`config.mk`:
```
export PLATFORM = sky130hd
export DESIGN_NAME = lock_controller
export DESIGN_NICKNAME = d
export VERILOG_FILES = /design/src/rtl/lock_pkg.sv /design/src/rtl/edge_pulse.sv /design/src/rtl/lock_controller.sv
export SDC_FILE = /design/constraint.sdc
export NUM_CORES = 1
export LEC_CHECK = 0
export BUFFER_PORTS_ARGS = -buffer_cell sky130_fd_sc_hd__clkbuf_2
export CAP_MARGIN = 20
export CORE_MARGIN = 2
export CORE_UTILIZATION = 35
export CTS_CLUSTER_DIAMETER = 50
export CTS_CLUSTER_SIZE = 30
export DETAILED_ROUTE_END_ITERATION = 8
export GPL_TIMING_DRIVEN = 0
export HOLD_SLACK_MARGIN = 0.08
export PLACE_DENSITY = 0.59
export SYNTH_ARGS = -nofsm -noshare
export SYNTH_HDL_FRONTEND = slang
export SYNTH_HIERARCHICAL = 1
export SYNTH_SLANG_ARGS = --single-unit
```
`constraint.sdc`:
```
create_clock -name clk -period 7.24 [get_ports clk]
set_clock_uncertainty 0.2 [all_clocks]
set_input_delay 0 -clock clk [delete_from_list [all_inputs] [get_ports clk]]
set_output_delay 0 -clock clk [all_outputs]
set_load 0.1 [all_outputs]
```
`src/rtl/lock_pkg.sv`:
```
// Shared state encodings and default timing constants for the lock controller
// and the setting/checking blocks built around it.
package lock_pkg;

  typedef enum logic [2:0] {
    ST_IDLE     = 3'd0,
    ST_SETTING  = 3'd1,
    ST_CHECKING = 3'd2,
    ST_VERDICT  = 3'd3,
    ST_OPEN     = 3'd4,
    ST_LOCKOUT  = 3'd5,
    ST_ALARM    = 3'd6,
    ST_UNUSED   = 3'd7
  } state_t;

  localparam logic [31:0] DEF_TIMEOUT_CYCLES = 32'd500_000_000;
  localparam logic [31:0] DEF_LOCKOUT_CYCLES = 32'd100_000_000;
  localparam logic [31:0] DEF_OPEN_CYCLES    = 32'd250_000_000;
  localparam logic [1:0]  DEF_MAX_TRIES      = 2'd3;
  localparam logic [3:0]  DEF_VERDICT_WAIT   = 4'd8;

endpackage

```
`src/rtl/edge_pulse.sv`:
```
// Rising-edge detector on a debounced button level. Edges are masked for the
// first cycle after reset so a button held through reset release never fires.
module edge_pulse (
  input  logic clk,
  input  logic rst,
  input  logic lvl,
  output logic rise
);

  logic prev;
  logic armed;

  always_ff @(posedge clk) begin
    if (rst) begin
      prev  <= 1'b0;
      armed <= 1'b0;
    end else begin
      prev  <= lvl;
      armed <= 1'b1;
    end
  end

  assign rise = armed & lvl & ~prev;

endmodule

```
`src/rtl/lock_controller.sv`:
```
// Door lock sequencing FSM: button edges and keypad strobes in, one-cycle
// command pulses to the set/check datapath and registered lock status out.
module lock_controller
  import lock_pkg::*;
#(
  parameter logic [31:0] TIMEOUT_CYCLES = DEF_TIMEOUT_CYCLES,
  parameter logic [31:0] LOCKOUT_CYCLES = DEF_LOCKOUT_CYCLES,
  parameter logic [31:0] OPEN_CYCLES    = DEF_OPEN_CYCLES,
  parameter logic [1:0]  MAX_TRIES      = DEF_MAX_TRIES,
  parameter logic [3:0]  VERDICT_WAIT   = DEF_VERDICT_WAIT
) (
  input  logic       clk,
  input  logic       rst,
  input  logic       btn_set,
  input  logic       btn_check,
  input  logic       btn_confirm,
  input  logic       key_en,
  input  logic       ok_i,
  input  logic       bad_i,
  output logic       set_p,
  output logic       check_p,
  output logic       confirm_p,
  output logic [2:0] mode,
  output logic [1:0] tries,
  output logic       unlocked,
  output logic       locked_out,
  output logic       alarm
);

  function automatic logic [1:0] sat_inc(input logic [1:0] v);
    return (v >= MAX_TRIES) ? MAX_TRIES : v + 2'd1;
  endfunction

  state_t      state, state_d;
  logic [1:0]  tries_q, tries_d, tries_inc;
  logic        pw_valid, pw_valid_d;
  logic [31:0] timer, limit;
  logic        key_zone, expire, bad;
  logic        set_e, check_e, confirm_e;
  logic        set_d, check_d, confirm_d;
  logic        unlocked_d, locked_out_d, alarm_d;

  edge_pulse u_set_edge     (.clk(clk), .rst(rst), .lvl(btn_set),     .rise(set_e));
  edge_pulse u_check_edge   (.clk(clk), .rst(rst), .lvl(btn_check),   .rise(check_e));
  edge_pulse u_confirm_edge (.clk(clk), .rst(rst), .lvl(btn_confirm), .rise(confirm_e));

  // Per-state timer limit; IDLE and ALARM never expire.
  always_comb begin
    limit = 32'd0;
    case (state)
      ST_SETTING, ST_CHECKING: limit = TIMEOUT_CYCLES;
      ST_VERDICT:              limit = {28'd0, VERDICT_WAIT};
      ST_OPEN:                 limit = OPEN_CYCLES;
      ST_LOCKOUT:              limit = LOCKOUT_CYCLES;
      default:                 limit = 32'd0;
    endcase
  end

  assign key_zone  = (state == ST_SETTING) || (state == ST_CHECKING);
  assign expire    = (limit != 32'd0) && (timer == limit - 32'd1) && !(key_zone && key_en);
  assign tries_inc = sat_inc(tries_q);

  always_comb begin
    state_d    = state;
    tries_d    = tries_q;
    pw_valid_d = pw_valid;
    set_d      = 1'b0;
    check_d    = 1'b0;
    confirm_d  = 1'b0;
    bad        = 1'b0;
    case (state)
      ST_IDLE: begin
        if (set_e && !pw_valid) begin
          state_d = ST_SETTING;
          set_d   = 1'b1;
        end else if (check_e && pw_valid) begin
          state_d = ST_CHECKING;
          check_d = 1'b1;
        end
      end
      ST_SETTING: begin
        if (confirm_e) begin
          state_d    = ST_IDLE;
          confirm_d  = 1'b1;
          pw_valid_d = 1'b1;
        end else if (expire) begin
          state_d = ST_IDLE;
        end
      end
      ST_CHECKING: begin
        if (confirm_e) begin
          state_d   = ST_VERDICT;
          confirm_d = 1'b1;
        end else if (expire) begin
          bad = 1'b1;
        end
      end
      ST_VERDICT: begin
        if (bad_i) begin
          bad = 1'b1;
        end else if (ok_i) begin
          state_d = ST_OPEN;
          tries_d = 2'd0;
        end else if (expire) begin
          bad = 1'b1;
        end
      end
      ST_OPEN: begin
        if (set_e) begin
          state_d = ST_SETTING;
          set_d   = 1'b1;
        end else if (expire) begin
          state_d = ST_IDLE;
        end
      end
      ST_LOCKOUT: if (expire) state_d = ST_IDLE;
      ST_ALARM:   state_d = ST_ALARM;
      default:    state_d = ST_IDLE;
    endcase
    // Every bad verdict source funnels through here so tries and alarm are handled once.
    if (bad) begin
      tries_d = tries_inc;
      state_d = (tries_inc == MAX_TRIES) ? ST_ALARM : ST_LOCKOUT;
    end
  end

  always_comb begin
    unlocked_d   = (state_d == ST_OPEN);
    locked_out_d = (state_d == ST_LOCKOUT);
    alarm_d      = (state_d == ST_ALARM);
  end

  always_ff @(posedge clk) begin
    if (rst) begin
      state      <= ST_IDLE;
      tries_q    <= 2'd0;
      pw_valid   <= 1'b0;
      timer      <= 32'd0;
      set_p      <= 1'b0;
      check_p    <= 1'b0;
      confirm_p  <= 1'b0;
      mode       <= 3'd0;
      unlocked   <= 1'b0;
      locked_out <= 1'b0;
      alarm      <= 1'b0;
    end else begin
      state      <= state_d;
      tries_q    <= tries_d;
      pw_valid   <= pw_valid_d;
      set_p      <= set_d;
      check_p    <= check_d;
      confirm_p  <= confirm_d;
      mode       <= state_d;
      unlocked   <= unlocked_d;
      locked_out <= locked_out_d;
      alarm      <= alarm_d;
      if ((state_d != state) || (key_zone && key_en)) timer <= 32'd0;
      else                                            timer <= timer + 32'd1;
    end
  end

  assign tries = tries_q;

endmodule

```
* After elaboration in Yosys (flattened, before gate mapping)
Index checks and enable logic that the tools add are counted.
Storage, ports and cells: bits in read-only memories 0, memory bits (writable) 0, bits in latches 0, output and inout bits 11, flip-flop bits (word level) 48, memories kept 0, bits of input ports 8
Cells by class: reduce and logical (&&, ||, !) cells 19, order comparisons 1, div/mod/pow operators 0, multiplexer cells 28, bitwise logic cells 11, multipliers 0, shift-type cells 0, $add $sub $neg 3, equality and inequality tests 13
Operators by type and width (count):
- one-hot mux 29 bit (4 select lines) | 1
- adder 32 x 1 -> 32 bit (second input constant) | 1
- == test 32 bit | 1
- nonzero test 32 bit | 1
- subtractor 32 x 1 -> 32 bit (second input constant) | 1
- 2-to-1 mux 3 bit | 9
- one-hot mux 3 bit (7 select lines) | 1
- == test 3 bit (second input constant) | 6
- 2-to-1 mux 2 bit | 6
- 2-to-1 mux 1 bit | 9
- AND 1 bit | 6
- == test 3 x 2 -> 1 bit (second input constant) | 2
- OR reduction 2 bit | 3
- logical AND 1 bit | 5
- inverter 1 bit | 5
- one-hot mux 1 bit (2 select lines) | 2
- nonzero test 2 bit | 2
- == test 3 x 1 -> 1 bit (second input constant) | 1
- zero test 3 bit | 1
- inequality test 3 bit | 1
- AND reduction 3 bit | 1
- OR reduction 3 bit | 1
- adder 2 x 1 -> 2 bit (second input constant) | 1
- == test 2 bit (second input constant) | 1
- 5 further kinds | 7

* Logic depth before layout (Yosys ltp)
depth after elaboration 15, mapped depth 15, mapped depth without buffers 12

* Modules after synthesis
The synthesis kept the hierarchy.
By module, submodules not included:
- lock_controller | area each 2935.3 um^2, cells each 338, instances 1, sequential area each 880.8 um^2
- edge_pulse | area each 58.8 um^2, cells each 5, instances 3, sequential area each 40.0 um^2

* Worst setup path before layout
OpenSTA, ideal clock, no wires.
path kind flip-flop to flip-flop, start register state[2], end register timer[26], cell stages (with the launch flop) 14, arrival time 3.778 ns, setup slack 3.118 ns, buffers on the path 3, library setup time 0.144 ns, period minus slack after synthesis 4.122 ns, required time 6.896 ns, cells stage by stage dfxtp_1 buf_4 or3b_4 ha_1 clkbuf_1 o21ba_1 o221ai_1 o221ai_1 a2111oi_4 nand4_2 mux2_4 a21oi_2 buf_2 nor4_2
On the way: cells in the longest elaborated chain, start to end 15, elaborated cells on any way between the ends 35
RTL lines:
- start, declared | RTL line lock_controller.sv:34 | state_t state, state_d;
- start signal, assigned | RTL line lock_controller.sv:147 | state <= state_d;
- == test 3 x 1 -> 1 bit / == test 3 x 2 -> 1 bit (equally long branches) | RTL line lock_controller.sv:50, lock_controller.sv:59, lock_controller.sv:71
- OR reduction 2 bit (no line)
- one-hot mux 29 bit (4 select lines) | RTL line lock_controller.sv:50 | case (state)
- subtractor 32 x 1 -> 32 bit | RTL line lock_controller.sv:60 | assign expire = (limit != 32'd0) && (timer == limit - 32'd1) && !(key_zone && key_en);
- == test 32 bit | RTL line lock_controller.sv:60
- logical AND 1 bit (2 in a row) | RTL line lock_controller.sv:60
- 2-to-1 mux 1 bit | RTL line lock_controller.sv:94, lock_controller.sv:104
- 2-to-1 mux 1 bit | RTL line lock_controller.sv:101 | end else if (ok_i) begin
- 2-to-1 mux 1 bit | RTL line lock_controller.sv:99 | if (bad_i) begin
- one-hot mux 1 bit (2 select lines) | RTL line lock_controller.sv:71 | case (state)
- 2-to-1 mux 3 bit | RTL line lock_controller.sv:121 | if (bad) begin
- inequality test 3 bit | RTL line lock_controller.sv:157 | if ((state_d != state) || (key_zone && key_en)) timer <= 32'd0;
- logical OR 1 bit * | RTL line lock_controller.sv:157
- OR reduction 2 bit (no line) *
- end signal, assigned | RTL line lock_controller.sv:158 | else timer <= timer + 32'd1;
- end, declared | RTL line lock_controller.sv:37 | logic [31:0] timer, limit;
Every way passes the cells marked *; elsewhere a longest branch is shown, timed or not. A chain may end at the register's enable or synchronous reset.

* Worst setup path after layout
Ends and elaborated chain as after synthesis.

==> impl_metrics.env <==
export IMPL_synth_area_leaders="dfxtp_1 (32%), nor4_2 (12%), xor2_1 (5.3%), xnor2_1 (3.9%), nand2_1 (3.6%)"
export IMPL_syn_nets=364
export IMPL_slew_limit_headroom_pct=47.0
export IMPL_core_rowCount=34
export IMPL_crit_end="timer[26]"
export IMPL_syn_area_per_cell_um2=8.82
export IMPL_worst_pin_slew_ns=0.787
export IMPL_power_per_cell_area_nw_per_um2=157
export IMPL_synthCells=353
export IMPL_io_pins=19
export IMPL_port_buffer_count=18
export IMPL_finalCritPeriodShare_pct=56.0
export IMPL_numCtsBuffers=5
export IMPL_setup_viol=0
export IMPL_cp_end_kind="flop"
export IMPL_drt_iter0_drc=278
export IMPL_hold_violations=0
export IMPL_area_growth_pct=13.3
export IMPL_final_layout_size_suffix_gt1_share_pct=21.4
export IMPL_synth_top_area_share_pct=32.2
export IMPL_first_pass_iters=5
export IMPL_synth_yosys_seq_area_share_pct=32.2
export IMPL_post_cts_resized=0
export IMPL_cts_path_max_buffers=2
export IMPL_synth_ff_type="dfxtp_1"
export IMPL_maxSlewViolCount=0
export IMPL_grt_pass1_vias=2548
export IMPL_gp_congestion=0.896
export IMPL_maxCapViolCount=0
export IMPL_die_width_um=98.3
export IMPL_r2r_end="timer[26]"
export IMPL_vias=2680
export IMPL_diodes=0
export IMPL_crit_top_cell="o221ai_1"
export IMPL_peakVddDrop_v=0.000108
export IMPL_synth_edf_count=0
export IMPL_ys_ff_latch=50
export IMPL_core_area_um2=8680
export IMPL_max_freq_mhz=246
export IMPL_fillers=901
export IMPL_grt_max_degree=16
export IMPL_postRouteAntennaNets=0
export IMPL_yosysWarnings=6
export IMPL_cp_startpoint="state[2]"
export IMPL_path_clk_slew_ns=0.10
export IMPL_htree_levels=2
export IMPL_antenna_found_initial=0
export IMPL_crit_type="reg -> reg"
export IMPL_grt_setup_unrepaired="false"
export IMPL_cts_root_buffer="clkbuf_8"
export IMPL_clk_latency_ns=0.31
export IMPL_power_mw=0.553
export IMPL_async_flop_share_pct=0
export IMPL_overflow=0
export IMPL_ctsHoldBuffers=8
export IMPL_cp_arrival_ns=4.02
export IMPL_reg2reg_from="state[2]"
export IMPL_cp_slowest_stage_delay_ns=0.43
export IMPL_hp_class="in -> reg"
export IMPL_tns_ns=0
export IMPL_grt_util_all_layers_pct=16.6
export IMPL_wirelength_mm=7.70
export IMPL_drc=0
export IMPL_hpwl_mm=5.75
export IMPL_start_util_pct=35.9
export IMPL_crit_slowest_cell="or3b_4"
export IMPL_finalNonFillerCells=495
export IMPL_post_cts_buffers=0
export IMPL_avgViaCountPerCell=5.41
export IMPL_synth_top_area_cell="dfxtp_1"
export IMPL_dp_cells=479
export IMPL_required_ns=7.21
export IMPL_die_h_um=98.3
export IMPL_wire_per_inst_um=15.6
export IMPL_grt_pass1_wl_mm=13.0
export IMPL_cts_sinks=50
export IMPL_syn_cell_area_um2=3110
export IMPL_period_needed_ns=4.06
export IMPL_layout_common_cells="dfxtp_1 (50), nand2_1 (30), nor4_2 (30), nor2_1 (23), nand3_1 (21)"
export IMPL_cts_tree="built"
export IMPL_critPathMaxFanout=10
export IMPL_critPathLaunchType="flop"
export IMPL_outcome="complete, no violations"
export IMPL_layout_nets=397
export IMPL_reg2reg_slack_ns=3.18
export IMPL_p_leak_nw=1.22
export IMPL_ys_types=65
export IMPL_path_cells="buf_4 -> or3b_4 -> ha_1 -> clkbuf_1 -> o21ba_1 -> o221ai_1 -> o221ai_1 -> a2111oi_4 -> nand4_2 -> mux2_4 -> a21oi_2 -> buf_2 -> nor4_2"
export IMPL_die_area_um2=9660
export IMPL_layout_commonest_cell="dfxtp_1"
export IMPL_worstRegToRegCells=13
==> flip-flops by register name (all words and copies together), names as in the netlist <==
| name | cells |
|---|---|
| u_set_edge/armed | 1 |
| u_check_edge/prev | 1 |
| u_confirm_edge/armed | 1 |
| u_set_edge/prev | 1 |
| timer | 32 |
| confirm_p | 1 |
| set_p | 1 |
| u_check_edge/armed | 1 |
| check_p | 1 |
| state | 3 |
| unlocked | 1 |
| alarm | 1 |
| locked_out | 1 |
| tries | 2 |
| u_confirm_edge/prev | 1 |
| pw_valid | 1 |
==> Yosys cell counts (4+ instances only) <==
library cell,instances
nor4_2,30
a21oi_1,13
buf_4,4
nor2_1,23
nand4_1,6
dfxtp_1,50
o21ai_0,5
xor2_1,19
o22ai_1,5
nand3b_1,4
buf_2,8
nor4_1,4
nand2b_1,4
and3_1,10
xnor2_1,14
nand3_1,21
and3b_1,4
nand2_1,30
inv_1,13
nor2b_1,7
clkbuf_1,7
nor3_1,10
==> how the worst min path moves through the flow <==
| stage | start | endpoint | slack (ns) | cells past startpoint |
|---|---|---|---|---|
| floorplan | rst | u_check_edge/armed | -0.14 | 1 |
| global placement | rst | u_set_edge/armed | 0.03 | 2 |
| CTS | btn_check | u_check_edge/prev | 0.25 | 3 |
| detailed placement | btn_check | u_check_edge/prev | 0.03 | 2 |
| global route | btn_check | u_check_edge/prev | 0.28 | 3 |
| finish | btn_check | u_check_edge/prev | 0.26 | 3 |
==> routing by layer <==
metal	wire length [um]	track usage, %
met5	0	0
met4	149	5.37
met3	244	2.43
met2	3590	26.7
met1	3720	23.0
==> cell families (layout without fill, tap and decap cells) <==
kind of cell,Yosys count,count (layout),share of synthesized area (%)
XOR/XNOR,33,33,9.29
buffers and inverters,38,72,6.11
adder cells (fa/ha/maj),3,3,1.21
AND/OR/NAND/NOR,171,171,36.8
flip-flops,50,50,32.2
multiplexers,4,4,1.49
AO/OA/AOI/OAI,54,54,13.0
==> area by class of cell <==
cell class	instances	area, um2	share of cell area [%]
well taps	108	135	3.83
clock buffers	5	68.8	1.95
plain buffers	24	138	3.90
multi-input cells	265	1920	54.5
flip-flops and latches	50	1000	28.4
repair buffers	26	170	4.83
inverters	14	52.6	1.49
clock inverters	3	40.0	1.14
==> worst max-delay path, delay by kind of cell, from the launching register on <==
family | cells | cell delay, ns
buffers and inverters | 3 | 0.75
multiplexers | 1 | 0.39
AND/OR/NAND/NOR | 3 | 0.74
AO/OA/AOI/OAI | 5 | 1.26
flip-flops | 1 | 0.37
adder cells (fa/ha/maj) | 1 | 0.21
==> power breakdown <==
group | switching [mW] | internal [mW]
sequential | 0.00323 | 0.279
clock | 0.0989 | 0.102
combinational | 0.0464 | 0.0234
total | 0.149 | 0.405
==> metrics by stage <==
step           utilization (%)  setup slack (ns)  hold WS (ns)  cell area [um2]
2_1_floorplan                -              3.12        -0.143             3110
3_3_place_gp              38.5              3.21        0.0285             3340
3_5_place_dp              38.5              3.23        0.0348             3340
4_1_cts                   40.6              3.19         0.255             3530
5_1_grt                   40.6              2.97         0.282             3530
6_report                  40.6              3.18         0.263             3530
No activity file was read; power rests on OpenSTA's default activity.
